--- src/rtl/dtree_frame_ctrl_pkg.sv ---
// Shared types, default widths and sizing helper for the decision-tree frame controller.
package dtree_ctrl_pkg;

    localparam int unsigned DEF_FEAT_W       = 8;
    localparam int unsigned DEF_CLASS_W      = 5;
    localparam int unsigned DEF_NUM_FEATURES = 5;

    typedef enum logic [1:0] {
        ST_LOAD = 2'd0,
        ST_EVAL = 2'd1,
        ST_OUT  = 2'd2
    } state_t;

    // Counter/index width that never collapses to zero bits.
    function automatic int unsigned clog2_min1(input int unsigned v);
        return (v > 1) ? $clog2(v) : 1;
    endfunction

endpackage

--- src/rtl/dtree_frame_ctrl_if.sv ---
// Feature stream in / class result out handshake bundle for dtree_frame_ctrl.
interface dtree_frame_if
    import dtree_ctrl_pkg::*;
#(
    parameter int unsigned FEAT_W  = DEF_FEAT_W,
    parameter int unsigned CLASS_W = DEF_CLASS_W
) ();

    logic              s_valid;
    logic              s_ready;
    logic [FEAT_W-1:0] s_data;
    logic              s_last;

    logic               m_valid;
    logic               m_ready;
    logic [CLASS_W-1:0] m_class;

    // Controller side: consumes features, produces the class.
    modport slave (
        input  s_valid, s_data, s_last, m_ready,
        output s_ready, m_valid, m_class
    );

    // Front-end/host side.
    modport master (
        output s_valid, s_data, s_last, m_ready,
        input  s_ready, m_valid, m_class
    );

endinterface

--- src/rtl/dtree_frame_ctrl_feat_regfile.sv ---
// Write-indexed feature register bank presenting all features as one flat bus.
module dtree_feat_regfile
    import dtree_ctrl_pkg::*;
#(
    parameter int unsigned NUM_FEATURES = DEF_NUM_FEATURES,
    parameter int unsigned FEAT_W       = DEF_FEAT_W,
    parameter int unsigned IDX_W        = 3
) (
    input  logic                           clk,
    input  logic                           rst_n,
    input  logic                           i_we,
    input  logic [IDX_W-1:0]               i_idx,
    input  logic [FEAT_W-1:0]              i_data,
    output logic [NUM_FEATURES*FEAT_W-1:0] o_flat
);

    logic [NUM_FEATURES-1:0][FEAT_W-1:0] r_feat;

    always_ff @(posedge clk or negedge rst_n) begin
        if (!rst_n) begin
            r_feat <= '0;
        end else begin
            for (int i = 0; i < NUM_FEATURES; i++) begin
                if (i_we && (i_idx == IDX_W'(i))) r_feat[i] <= i_data;
            end
        end
    end

    assign o_flat = r_feat;

endmodule

--- src/rtl/dtree_frame_ctrl.sv ---
// Frame loader and settle/capture sequencer for a slow combinational decision tree.
// Optional macro DTREE_FRAME_TIMEOUT_EN aborts a partial frame after TIMEOUT_CYC idle cycles.
module dtree_frame_ctrl
    import dtree_ctrl_pkg::*;
#(
    parameter int unsigned NUM_FEATURES  = DEF_NUM_FEATURES,
    parameter int unsigned FEAT_W        = DEF_FEAT_W,
    parameter int unsigned CLASS_W       = DEF_CLASS_W,
    parameter int unsigned SETTLE_CYCLES = 2,
    parameter int unsigned TIMEOUT_CYC   = 255
) (
    input  logic                           clk,
    input  logic                           rst_n,
    dtree_frame_if.slave                   bus,
    output logic [NUM_FEATURES*FEAT_W-1:0] feat_flat,
    input  logic [CLASS_W-1:0]             cls_in,
    output logic                           busy,
    output logic                           frame_err
);

    localparam int unsigned IDX_W = clog2_min1(NUM_FEATURES);
    localparam int unsigned CNT_W = clog2_min1(SETTLE_CYCLES);
    localparam logic [IDX_W-1:0] LAST_IDX = IDX_W'(NUM_FEATURES - 1);
    localparam logic [CNT_W-1:0] CNT_INIT = CNT_W'(SETTLE_CYCLES - 1);

    state_t             r_state, w_state_nxt;
    logic [IDX_W-1:0]   r_idx, w_idx_nxt;
    logic [CNT_W-1:0]   r_cnt, w_cnt_nxt;
    logic               r_s_ready, r_busy;
    logic               r_m_valid, w_m_valid_nxt;
    logic [CLASS_W-1:0] r_m_class, w_m_class_nxt;
    logic               r_frame_err, w_frame_err_nxt;
    logic               w_xfer;

`ifdef DTREE_FRAME_TIMEOUT_EN
    localparam int unsigned GAP_W = clog2_min1(TIMEOUT_CYC + 1);
    logic [GAP_W-1:0] r_gap, w_gap_nxt;
`else
    logic w_unused_timeout;
    assign w_unused_timeout = ^TIMEOUT_CYC;
`endif

    // s_ready is only ever high in LOAD, so it alone qualifies a transfer.
    assign w_xfer = bus.s_valid && r_s_ready;

    dtree_feat_regfile #(
        .NUM_FEATURES (NUM_FEATURES),
        .FEAT_W       (FEAT_W),
        .IDX_W        (IDX_W)
    ) u_regfile (
        .clk    (clk),
        .rst_n  (rst_n),
        .i_we   (w_xfer),
        .i_idx  (r_idx),
        .i_data (bus.s_data),
        .o_flat (feat_flat)
    );

    always_comb begin
        w_state_nxt     = r_state;
        w_idx_nxt       = r_idx;
        w_cnt_nxt       = r_cnt;
        w_m_valid_nxt   = r_m_valid;
        w_m_class_nxt   = r_m_class;
        w_frame_err_nxt = 1'b0;
`ifdef DTREE_FRAME_TIMEOUT_EN
        w_gap_nxt       = r_gap;
`endif
        case (r_state)
            ST_LOAD: begin
                if (w_xfer) begin
`ifdef DTREE_FRAME_TIMEOUT_EN
                    w_gap_nxt = '0;
`endif
                    if (bus.s_last && (r_idx == LAST_IDX)) begin
                        w_idx_nxt   = '0;
                        w_cnt_nxt   = CNT_INIT;
                        w_state_nxt = ST_EVAL;
                    end else if (bus.s_last || (r_idx == LAST_IDX)) begin
                        w_frame_err_nxt = 1'b1;
                        w_idx_nxt       = '0;
                    end else begin
                        w_idx_nxt = r_idx + IDX_W'(1);
                    end
                end
`ifdef DTREE_FRAME_TIMEOUT_EN
                // Idle gap inside a partially received frame.
                else if (r_idx != '0) begin
                    if (r_gap == GAP_W'(TIMEOUT_CYC - 1)) begin
                        w_frame_err_nxt = 1'b1;
                        w_idx_nxt       = '0;
                        w_gap_nxt       = '0;
                    end else begin
                        w_gap_nxt = r_gap + GAP_W'(1);
                    end
                end
`endif
            end
            ST_EVAL: begin
                if (r_cnt == '0) begin
                    w_m_class_nxt = cls_in;
                    w_m_valid_nxt = 1'b1;
                    w_state_nxt   = ST_OUT;
                end else begin
                    w_cnt_nxt = r_cnt - CNT_W'(1);
                end
            end
            ST_OUT: begin
                if (bus.m_ready) begin
                    w_m_valid_nxt = 1'b0;
                    w_state_nxt   = ST_LOAD;
                end
            end
            default: w_state_nxt = ST_LOAD;
        endcase
    end

    always_ff @(posedge clk or negedge rst_n) begin
        if (!rst_n) begin
            r_state     <= ST_LOAD;
            r_idx       <= '0;
            r_cnt       <= '0;
            r_s_ready   <= 1'b0;
            r_busy      <= 1'b0;
            r_m_valid   <= 1'b0;
            r_m_class   <= '0;
            r_frame_err <= 1'b0;
`ifdef DTREE_FRAME_TIMEOUT_EN
            r_gap       <= '0;
`endif
        end else begin
            r_state     <= w_state_nxt;
            r_idx       <= w_idx_nxt;
            r_cnt       <= w_cnt_nxt;
            r_s_ready   <= (w_state_nxt == ST_LOAD);
            r_busy      <= (w_state_nxt != ST_LOAD);
            r_m_valid   <= w_m_valid_nxt;
            r_m_class   <= w_m_class_nxt;
            r_frame_err <= w_frame_err_nxt;
`ifdef DTREE_FRAME_TIMEOUT_EN
            r_gap       <= w_gap_nxt;
`endif
        end
    end

    assign bus.s_ready = r_s_ready;
    assign bus.m_valid = r_m_valid;
    assign bus.m_class = r_m_class;
    assign busy        = r_busy;
    assign frame_err   = r_frame_err;

endmodule

--- src/flat_wrapper.sv ---
// flat-port wrapper written by rule: the top's interface ports become plain ports
module dtree_frame_ctrl_flat import dtree_ctrl_pkg::*;
#(
    parameter int unsigned NUM_FEATURES  = DEF_NUM_FEATURES,
    parameter int unsigned FEAT_W        = DEF_FEAT_W,
    parameter int unsigned CLASS_W       = DEF_CLASS_W,
    parameter int unsigned SETTLE_CYCLES = 2,
    parameter int unsigned TIMEOUT_CYC   = 255
)
  (clk, rst_n, feat_flat, cls_in, busy, frame_err, bus_s_valid, bus_s_data, bus_s_last, bus_m_ready, bus_s_ready, bus_m_valid, bus_m_class);
  dtree_frame_if #(.FEAT_W(FEAT_W), .CLASS_W(CLASS_W)) bus_i ();
  input  logic clk;
  input  logic rst_n;
  output logic [NUM_FEATURES*FEAT_W-1:0] feat_flat;
  input  logic [CLASS_W-1:0] cls_in;
  output logic busy;
  output logic frame_err;
  input wire logic [$bits(bus_i.s_valid)-1:0] bus_s_valid;
  input wire logic [$bits(bus_i.s_data)-1:0] bus_s_data;
  input wire logic [$bits(bus_i.s_last)-1:0] bus_s_last;
  input wire logic [$bits(bus_i.m_ready)-1:0] bus_m_ready;
  output wire logic [$bits(bus_i.s_ready)-1:0] bus_s_ready;
  output wire logic [$bits(bus_i.m_valid)-1:0] bus_m_valid;
  output wire logic [$bits(bus_i.m_class)-1:0] bus_m_class;
  assign bus_i.s_valid = bus_s_valid;
  assign bus_i.s_data = bus_s_data;
  assign bus_i.s_last = bus_s_last;
  assign bus_i.m_ready = bus_m_ready;
  assign bus_s_ready = bus_i.s_ready;
  assign bus_m_valid = bus_i.m_valid;
  assign bus_m_class = bus_i.m_class;
  dtree_frame_ctrl #(.NUM_FEATURES(NUM_FEATURES), .FEAT_W(FEAT_W), .CLASS_W(CLASS_W), .SETTLE_CYCLES(SETTLE_CYCLES), .TIMEOUT_CYC(TIMEOUT_CYC)) u_core (.clk(clk), .rst_n(rst_n), .bus(bus_i), .feat_flat(feat_flat), .cls_in(cls_in), .busy(busy), .frame_err(frame_err));
endmodule
--- config.mk ---
export PLATFORM = sky130hd
export DESIGN_NAME = dtree_frame_ctrl_flat
export DESIGN_NICKNAME = d
export VERILOG_FILES = /design/src/rtl/dtree_frame_ctrl_pkg.sv /design/src/rtl/dtree_frame_ctrl_if.sv /design/src/rtl/dtree_frame_ctrl_feat_regfile.sv /design/src/rtl/dtree_frame_ctrl.sv /design/src/flat_wrapper.sv
export SDC_FILE = /design/constraint.sdc
export NUM_CORES = 1
export LEC_CHECK = 0
export CAP_MARGIN = 30
export CORE_MARGIN = 5
export CORE_UTILIZATION = 42
export DETAILED_ROUTE_END_ITERATION = 8
export GPL_TIMING_DRIVEN = 1
export MAX_ROUTING_LAYER = met4
export PLACE_DENSITY = 0.73
export SLEW_MARGIN = 5
export SYNTH_ARGS = -nofsm -noshare
export SYNTH_HDL_FRONTEND = slang
export SYNTH_HIERARCHICAL = 1
export SYNTH_SLANG_ARGS = --single-unit
--- constraint.sdc ---
create_clock -name clk -period 1.79 [get_ports clk]
set_clock_uncertainty 0.2 [all_clocks]
set_input_delay 0.537 -clock clk [delete_from_list [all_inputs] [get_ports clk]]
set_output_delay 0.537 -clock clk [all_outputs]
set_load 0.05 [all_outputs]
==> impl_results.md, run 1 <==
* Status: complete, no violations
* Hold WC Path Type: primary input to async pin
* Layout Area Growth over Synthesis at 65.9%
* Routability-driven placement congestion ratio at 0.681
* Synth cell types at 26
* DR DRC count at 0
* Horiz. Die Dim at slightly above 80 µm
* CP required at 1790 ps
* Die ar. at 6900 µm²
* Top cells by count, synth: dfrtp_1 (55), mux2_2 (40), inv_1 (5), mux2_4 (5)
* Initial antenna violation count at 0
* Clock Path Buffers at 2
* RSZ-0062 raised after global routing: yes
* Final hold violation count at 0
* CP startpoint: u_core/r_idx[1]$_DFFE_PN0P_
* Endpoints failing setup at 0
* Core ar. at 5140 µm²
* Nets at 255
* Clock transition at path regs at approximately 90 ps
* Global-route wire length before repair at 8360 µm
* Worst-Skew Late Latency at 300 ps
* Most frequent cell after synthesis: dfrtp_1
* Final wirelength at slightly below 5000 µm
* Worst-path maximum fanout at 8
* Share of the yosys chip area belonging to registers at 61.3%
* Total gr overflow at 0
* Ant diodes at 0
* CTS H-tree lvls at 2
* IO Count at 67
* Arr. time, crit path at between 1500 and 2000 ps
* Post-DP Area at 3600 µm²
* PortBufs at 66
* Routed vias at 1476
* Vias in the first global route at 1552
* Worst slew margin at 76.1%
* Most used DFF post-synth: dfrtp_1
* Total GRT Usage at 15.4%
* Least-Margin Pin Slew at between 300 and 400 ps
* Crit start category: register
* Crit path cell chain: buf_4 -> nor4bb_2 -> buf_4 -> mux2_2
* Via-to-Cell Ratio at approximately 4.9
* CTS Buf Count at 5
* Final HPWL DP at roughly 3800 µm
* Synth top area share at 61.3%
* Die Span Y at between 80 and 90 µm
* Largest stage delay on the critical path at between 400 and 500 ps
* CTS tree: built
* Cell area after layout at 3720 µm²
* Fin crit period at around 1700 ps
* CP max-delay cell: dfrtp_1
* FFs w/ async S/R, synth at 100%
* Crit share post-route at 97.6%
* Top area cells in the synthesized netlist: dfrtp_1 (61%), mux2_2 (20%), mux2_4 (3.3%)
* Yosys warning count at 6
* Final cell count without fillers at between 300 and 400
* Inst Count DP at 295
* Drt pass-1 iters at 4
* Setup_tns at 0 ps
* Initial Utilization at 43.6%
* Synthesized area at about 2200 µm²
* Syn avg cell area at 15.2 µm²
* Setup crit end: u_core/u_regfile/o_flat[12]$_DFFE_PN0P_
* Max cap viols at 0
* Hold Slack at 10.4 ps
* F_max at about 570 MHz
* Post-synth EDFFs at 0
* Sink Count at 55
* Row cnt at 26
* Reg2reg start: u_core/r_idx[1]$_DFFE_PN0P_
* Critical path endpoint category: register
* Post-Syn Instances at 148
* Hold Buf Count CTS at 0
* Leading area contributor after synthesis: dfrtp_1
* Crit path kind: register to register
* Post-DRT Antenna Nets at 0
* Drt wl/cell at 16.4 µm
* R2r worst-path depth at 4
* Most frequent CP cell: buf_4
* Number of synthesized register bits at between 50 and 60
* Max-slew violation count at 0
* R2R Setup Slk at 40 ps
* Net Count, Synth at 170
* Clock root buffer: clkbuf_8
* Iter 0 DRT Violations at 40
* R2R Path End: u_core/u_regfile/o_flat[12]$_DFFE_PN0P_
* Layout cells sized above 1 at 56.2%
* Largest net degree at the start of global routing at 56
## cell usage in the layout, fill, tap and decap left out, types with 2 or more instances in the layout
cell             instances
mux2_2                  39
buf_12                  50
dfrtp_2                  2
clkbuf_8                 6
and2_1                   2
nor2_1                   4
o21ai_0                  3
ha_1                     4
nand4b_1                 2
buf_4                   14
clkdlybuf4s50_1         15
a21oi_1                  3
dfrtp_1                 53
nand3_1                  3
inv_1                    5
nor4bb_4                 2
mux2_4                   6
nand2_1                  3
## through the flow
step | worst slack (ps) | util (%)
3_3_place_gp | -560 | 70.0
4_1_cts | 12.2 | 71.7
3_5_place_dp | -624 | 70.0
2_1_floorplan | -26.1 | -
5_1_grt | -38.9 | 72.4
6_report | 43.4 | 72.4
## flip-flops by register name (all words and copies together) (netlist names)
register,flops
u_core/bus.m_class,5
u_core/u_regfile/o_flat,40
u_core/busy,1
u_core/r_idx,3
u_core/r_state,2
u_core/bus.m_valid,1
u_core/r_cnt,1
u_core/bus.s_ready,1
u_core/frame_err,1
## per-layer routing
| layer | global-route usage (%) | vias up | part of all wire [%] |
|---|---|---|---|
| met5 | - | - | 0 |
| met4 | 3.57 | 0 | 0.88 |
| met3 | 6.14 | 4 | 8.3 |
| met2 | 23.5 | 58 | 48 |
| met1 | 19.4 | 726 | 43 |
| li1 | - | 688 | - |
## worst max-delay path, delay by kind of cell, from the launching register on
kind,cells,cell delay [ps]
buffers and inverters,2,390
and+or+nand+nor,1,260
muxes,1,350
DFF,1,430
## timing repair
action | CTS | global route
endpoints found under the hold margin | 0 | 0
setup endpoints to repair | 40 | 29
gates resized for setup | 2 | 8
pin swaps | 0 | 1
buffers inserted | 0 | 1
## worst min-delay path by stage
stage | slack [ps] | end | from | cells after the start
6_report | 10 | u_core/u_regfile/o_flat[23]$_DFFE_PN0P_ | rst_n | 2
5_1_grt | 40 | u_core/u_regfile/o_flat[31]$_DFFE_PN0P_ | rst_n | 2
4_1_cts | 20 | u_core/u_regfile/o_flat[31]$_DFFE_PN0P_ | rst_n | 2
3_5_place_dp | 360 | u_core/u_regfile/o_flat[31]$_DFFE_PN0P_ | rst_n | 2
3_3_place_gp | 350 | u_core/r_state[0]$_DFF_PN0_ | u_core/r_cnt$_DFFE_PN0P_ | 2
2_1_floorplan | 40 | u_core/bus.m_class[0]$_DFFE_PN0P_ | rst_n | 0
## logic make-up (layout without fill, tap and decap cells)
| kind of cell | count (synthesis) | in the layout | synth area share [%] |
|---|---|---|---|
| compound gates | 7 | 7 | 1.67 |
| fa+ha+maj | 4 | 4 | 2.23 |
| buf+inv | 9 | 94 | 2.01 |
| flops | 55 | 55 | 61.3 |
| mux | 46 | 46 | 23.9 |
| simple gates | 27 | 27 | 8.87 |
## layout make-up
type	instances	area, µm²
Clock buffer	6	82.6
Multi-Input combinational cell	84	872
Timing Repair Buffer	82	1280
Sequential cell	55	1380
Clock inverter	1	5.00
Tap cell	70	87.6
Fill cell	349	1420
Inverter	5	18.8
Power of run 1 is not shown: default switching activity piles up to over one toggle a cycle in this logic, so the estimate is an artifact.
==> run 2: changes to the inputs <==
- CORE_MARGIN: 5 -> default
==> impl_results.md, run 2 (synthesis results as in run 1) <==
* IO Count at 67 (unchanged)
* PortBufs at 66 (unchanged)
* Least-Margin Pin Slew at 335 ps (-23.8 ps)
* Endpoints failing setup at 0 (unchanged)
* CTS H-tree lvls at 2 (unchanged)
* Worst-Skew Late Latency at 300 ps (about the same)
* Final hold violation count at 0 (unchanged)
* Layout Area Growth over Synthesis at 69.0%
* Core ar. at 5140 µm² (unchanged)
* Largest net degree at the start of global routing at 38 (-32%)
* Status: complete, no violations
* Arr. time, crit path at 1760 ps (+20 ps)
* Delay-heaviest family, CP: flip-flops
* Most frequent CP cell: buf_4
* Worst setup margin at 27.5 ps (-15.8 ps)
* Worst slew margin at 77.7% (+1.6 points)
* Final wirelength at 4710 µm (-5.2%)
* Initial Utilization at 43.6% (unchanged)
* R2R Path End: u_core/u_regfile/o_flat[0]$_DFFE_PN0P_
* Crit start category: register
* Max-slew violation count at 0 (unchanged)
* F_max at 567 MHz (-0.90%)
* Hold WC Path Type: register to register
* R2R Setup Slk at 30 ps (-20 ps)
* Post-DRT Antenna Nets at 0 (unchanged)
* WHS Endpoint: u_core/u_regfile/o_flat[1]$_DFFE_PN0P_
* Hold_sp: u_core/u_regfile/o_flat[1]$_DFFE_PN0P_
* Iter 0 DRT Violations at 44 (+10%)
* CTS Buf Count at 5 (unchanged)
* Drt pass-1 iters at 4 (unchanged)
* Global-route wire length before repair at 7900 µm (-5.4%)
* Drt wl/cell at 15.4 µm (-5.9%)
* Nets at 256 (+0.39%)
* Largest stage delay on the critical path at 460 ps (+30 ps)
* Vias in the first global route at 1586 (+2.2%)
* Filler cell count at 342 (-2.0%)
* Crit share post-route at 98.5% (+0.88 points)
* Sink Count at 55 (unchanged)
* CP required at 1780 ps (about the same)
* Total GRT Usage at 19.8% (+4.3 points)
* Fin crit period at 1760 ps (+15.8 ps)
* CTS tree: built
* Crit path kind: register to register
* Most frequent cells in the layout: dfrtp_1 (52), buf_12 (50), mux2_2 (39), clkdlybuf4s50_1 (15), buf_4 (11)
* Total gr overflow at 0 (unchanged)
* Via-to-Cell Ratio at 4.82 (-1.1%)
* Die Span Y at 75.1 µm (-9.6%)
* Crit path cell chain: buf_4 -> nor4b_4 -> buf_4 -> mux2_2
* DR DRC count at 0 (unchanged)
* Routability-driven placement congestion ratio at 0.758 (+11%)
* Horiz. Die Dim at 75.1 µm (-9.6%)
* Clock transition at path regs at 100 ps (about the same)
* Routed vias at 1470 (-0.41%)
* Ant diodes at 0 (unchanged)
* CP max-delay cell: dfrtp_2
* CP startpoint: u_core/r_idx[1]$_DFFE_PN0P_
* Initial antenna violation count at 0 (unchanged)
* Setup_tns at 0 ps (unchanged)
* Clock root buffer: clkbuf_8
* Reg2reg start: u_core/r_idx[1]$_DFFE_PN0P_
* Die ar. at 5640 µm² (-18%)
* R2r worst-path depth at 4 (unchanged)
* RSZ-0062 raised after global routing: yes
* Worst Hold Depth at 1
* Clock Path Buffers at 2 (unchanged)
* Final HPWL DP at 3660 µm (-4.1%)
* Row cnt at 26 (unchanged)
* CP Buf/Inv Count at 2 (unchanged)
* Max reg flops at 40 (unchanged)
* Layout cells sized above 1 at 58.3% (+2.1 points)
* Most common cell after layout, fill and taps aside: dfrtp_1
* Max cap viols at 0 (unchanged)
* Pre-CTS setup slack at -607 ps (+17.2 ps)
* Setup Buffers After CTS at 0 (unchanged)
* Worst-path maximum fanout at 5 (-3)
* Critical path endpoint category: register
-- run 2: cell count changes in the layout (fill, tap and decap cells not counted), sizes merged --
cell / before / now
bufinv: 0 / 1
dlygate4sd3: 0 / 1
-- run 2: worst max-delay path by stage --
stage | end | slack [ps] | depth (start not counted)
finish | u_core/u_regfile/o_flat[0]$_DFFE_PN0P_ | 30 | 4
global route | u_core/u_regfile/o_flat[34]$_DFFE_PN0P_ | -30 | 4
CTS | u_core/busy$_DFF_PN0_ | 2 | 8
detailed placement | u_core/u_regfile/o_flat[19]$_DFFE_PN0P_ | -610 | 5
global placement | u_core/u_regfile/o_flat[17]$_DFFE_PN0P_ | -550 | 5
floorplan | u_core/u_regfile/o_flat[0]$_DFFE_PN0P_ | -30 | 3
-- run 2: per-layer routing --
metal  GRT usage (%)  vias up  share of wire, %
met5               -        -                 0
met4            5.03        0               1.0
met3            6.43        6               7.7
met2            30.3       53                49
met1            25.4      716                43
li1                -      695                 -
-- run 2: layout make-up --
cell class	instances	area [µm²]	area share (%)
Tap cell	70	87.6	2.31
Clock buffer	6	82.6	2.18
Clock inverter	2	35.0	0.924
Multi-Input combinational cell	84	890	23.5
Sequential cell	55	1380	36.4
Timing Repair Buffer	83	1300	34.2
Inverter	5	18.8	0.495
-- run 2: stage by stage --
stage	util [%]	instance area, µm²	hold WS, ps	std cells
6_report	73.8	3790	378	305
5_1_grt	73.8	3790	395	305
4_1_cts	73.1	3760	383	306
3_5_place_dp	70.3	3610	207	297
3_3_place_gp	70.3	3610	201	297
2_1_floorplan	-	2250	41.4	148
-- run 2: timing repair --
item                                    4_1_cts  5_1_grt
pin swaps                                     0        2
hold buffers                                  1        0
endpoints found under the hold margin         7        0
resized for setup                             5       14
cloned                                        0        0
endpoints found under the setup margin       40       32
Power of run 2 is left out for the same reason.
==> run 3: changes to the inputs <==
- GPL_ROUTABILITY_DRIVEN: default -> 0
- SYNTH_HIERARCHICAL: 1 -> default
- TNS_END_PERCENT: default -> 30
==> impl_results.md, run 3 <==
* Worst-Skew Late Latency at 310 ps (about the same)
* Clock root buffer: clkbuf_8
* IO Count at 67 (unchanged)
* Fin crit period at 1740 ps (-25.2 ps)
* Leading area contributor after synthesis: dfrtp_1
* Final wirelength at 4980 µm (+5.7%)
* Most used DFF post-synth: dfrtp_1
* Static leakage at 0.00172 µW
* Row cnt at 26 (unchanged)
* Crit share post-route at 97.1% (-1.4 points)
* Crit path kind: register to register
* Final HPWL DP at 3580 µm (-2.1%)
* Post-synth EDFFs at 0 (unchanged)
* Arr. time, crit path at 1740 ps (-20 ps)
* Core ar. at 5110 µm² (-0.63%)
* CP startpoint: u_core.r_idx[0]$_DFFE_PN0P_
* Least-Margin Pin Slew at 339 ps (+4.44 ps)
* Post-Syn Instances at 150 (+1.4%)
* Number of synthesized register bits at 55 (unchanged)
* Status: complete, no violations
* PwrDens at 2150 nW/µm²
* Worst-path maximum fanout at 3 (-2)
* CTS tree: built
* F_max at 576 MHz (+1.5%)
* Largest stage delay on the critical path at 410 ps (-50 ps)
* CP max-delay cell: dfrtp_1
* Max cap viols at 0 (unchanged)
* R2R Setup Slk at 50 ps (+30 ps)
* Hold Slack at 7.94 ps (-370 ps)
* Largest net degree at the start of global routing at 56 (+47%)
* FFs w/ async S/R, synth at 100% (unchanged)
* Global-route wire length before repair at 7490 µm (-5.2%)
* Crit path cell chain: buf_4 -> buf_4 -> ha_2 -> nand4_4 -> buf_4 -> mux2_2
* Initial Utilization at 43.7% (+0.058 points)
* Yosys warning count at 0 (-6)
* Share of the yosys chip area belonging to registers at 61.7% (+0.31 points)
* Routed vias at 1501 (+2.1%)
* Synth cell types at 25 (-3.8%)
* Most frequent cells in the layout: dfrtp_1 (54), buf_12 (50), mux2_2 (43), clkdlybuf4s50_1 (15), buf_4 (14)
* Layout Area Growth over Synthesis at 67.4%
* Most frequent CP cell: buf_4
* Total GRT Usage at 19.2% (-0.54 points)
* Vias in the first global route at 1471 (-7.3%)
* Clock transition at path regs at 100 ps (about the same)
* Hold WC Path Type: primary input to async pin
* PortBufs at 66 (unchanged)
* Hold Buf Count CTS at 0 (-1)
* Final hold violation count at 0 (unchanged)
* Ant diodes at 0 (unchanged)
* CP required at 1790 ps (about the same)
* Reg2reg start: u_core.r_idx[0]$_DFFE_PN0P_
* DR DRC count at 0 (unchanged)
* Drt wl/cell at 16.2 µm (+4.7%)
* Syn avg cell area at 14.9 µm² (-1.8%)
* Endpoints failing setup at 0 (unchanged)
* Synth top area share at 61.7% (+0.31 points)
* Nets at 262 (+2.3%)
* Layout cells sized above 1 at 56.3% (-2.0 points)
* CP Buf/Inv Count at 3 (+1)
* Core Util, Final at 73.2% (-0.63 points)
* Most frequent cell after synthesis: dfrtp_1
* Initial antenna violation count at 0 (unchanged)
* Die ar. at 5610 µm² (-0.49%)
* Max-slew violation count at 0 (unchanged)
* Horiz. Die Dim at 74.9 µm (-0.25%)
* Iter 0 DRT Violations at 51 (+16%)
* Net Count, Synth at 175 (+2.9%)
* Crit. path cell count at 6 (+2)
* Sink Count at 55 (unchanged)
* Top cells by count, synth: dfrtp_1 (55), mux2_2 (43), inv_1 (10)
* Crit start category: register
* Max reg flops at 40 (unchanged)
* Drt pass-1 iters at 4 (unchanged)
* R2R Path End: u_core.u_regfile.o_flat[13]$_DFFE_PN0P_
* Critical path endpoint category: register
* Top area cells in the synthesized netlist: dfrtp_1 (62%), mux2_2 (22%), ha_1 (3.9%)
* Delay-heaviest family, CP: flip-flops
* CTS Buf Count at 5 (unchanged)
* R2r worst-path depth at 6 (+2)
* VDD IR-drop max at between 0.001 and 0.0015 V
* Worst slew margin at 77.2% (-0.53 points)
* Setup crit end: u_core.u_regfile.o_flat[13]$_DFFE_PN0P_
* Post-DRT Antenna Nets at 0 (unchanged)
* Synthesized area at 2230 µm² (-0.50%)
* Via-to-Cell Ratio at 4.87 (+1.1%)
* Die Span Y at 74.9 µm (-0.25%)
* Most common cell after layout, fill and taps aside: dfrtp_1
* CTS H-tree lvls at 2 (unchanged)
* Clock Path Buffers at 2 (unchanged)
* Total gr overflow at 0 (unchanged)
## run 3: changes by cell type in the layout (fill, tap and decap cells not counted), moves of 3 or more
cell	change
buf_4	+3
nand3_1	-3
inv_1	+5
mux2_4	-6
mux2_2	+4
## run 3: cell type report
cell class              instances  area [µm²]
multi-input cells              81         841
clock inverters                 3        27.5
repair buffers                 83        1290
flip-flops and latches         55        1380
clock buffers                   5        68.8
well taps                      70        87.6
inverters                      11        41.3
fillers                       330        1370
## run 3: worst min path at each step
| stage | start | to | slack [ps] | cells after the start |
|---|---|---|---|---|
| 2_1_floorplan | rst_n | u_core.bus.m_class[0]$_DFFE_PN0P_ | 40 | 0 |
| 3_3_place_gp | u_core.r_idx[2]$_DFFE_PN0P_ | u_core.r_idx[2]$_DFFE_PN0P_ | 320 | 2 |
| 3_5_place_dp | u_core.r_idx[2]$_DFFE_PN0P_ | u_core.r_idx[2]$_DFFE_PN0P_ | 340 | 2 |
| 4_1_cts | rst_n | u_core.u_regfile.o_flat[29]$_DFFE_PN0P_ | 10 | 2 |
| 5_1_grt | rst_n | u_core.u_regfile.o_flat[39]$_DFFE_PN0P_ | 20 | 2 |
| 6_report | rst_n | u_core.bus.m_class[3]$_DFFE_PN0P_ | 8 | 2 |
## run 3: timing repair
| item | CTS | global route |
|---|---|---|
| gates cloned | 0 | 0 |
| gates resized for setup | 4 | 8 |
| buffers inserted | 4 | 1 |
| endpoints found under the setup margin | 20 | 15 |
| pin swaps | 0 | 1 |
## run 3: power breakdown
group	switching (µW)	internal (µW)
clock	421	288
sequential	594	1780
combinational	2420	2550
total	3440	4610
## run 3: worst register-to-register path, delay by kind of cell (launching register included)
family        cells  cell delay [ps]
flops             1              410
buf+inv           3              400
mux               1              330
fa+ha+maj         1              190
simple gates      1              100
## run 3: per-stage QoR
stage / setup TNS [ps] / power (µW) / area, µm² / instances / worst slack (ps)
after global routing: -0.925 / 8340 / 3740 / 308 / -0.499
after detailed placement: -14420 / 7280 / 3560 / 295 / -374
after global placement: -13670 / 7200 / 3560 / 295 / -348
final: 0 / 8040 / 3740 / 308 / 52.7
after floorplan: 0 / 4540 / 2240 / 150 / 20.6
after CTS: 0 / 8070 / 3700 / 307 / 8.78
## run 3: layer usage
layer	routed length, µm	global-route usage (%)	vias to the layer above
li1	-	-	692
met1	2180	24.7	776
met5	0	-	-
met2	2620	29.8	28
met4	79	8.81	0
met3	102	3.35	5
## run 3: cell families (layout without fill, tap and decap cells)
family	count (synthesis)	count (layout)	synth area share [%]
and+or+nand+nor	17	17	5.77
adders and majority gates	7	7	3.92
buffers and inverters	14	102	2.47
DFF	55	55	61.7
muxes	46	46	23.1
AOI/OAI and AO/OA	11	11	3.03
(Power assumes the default switching activity.)
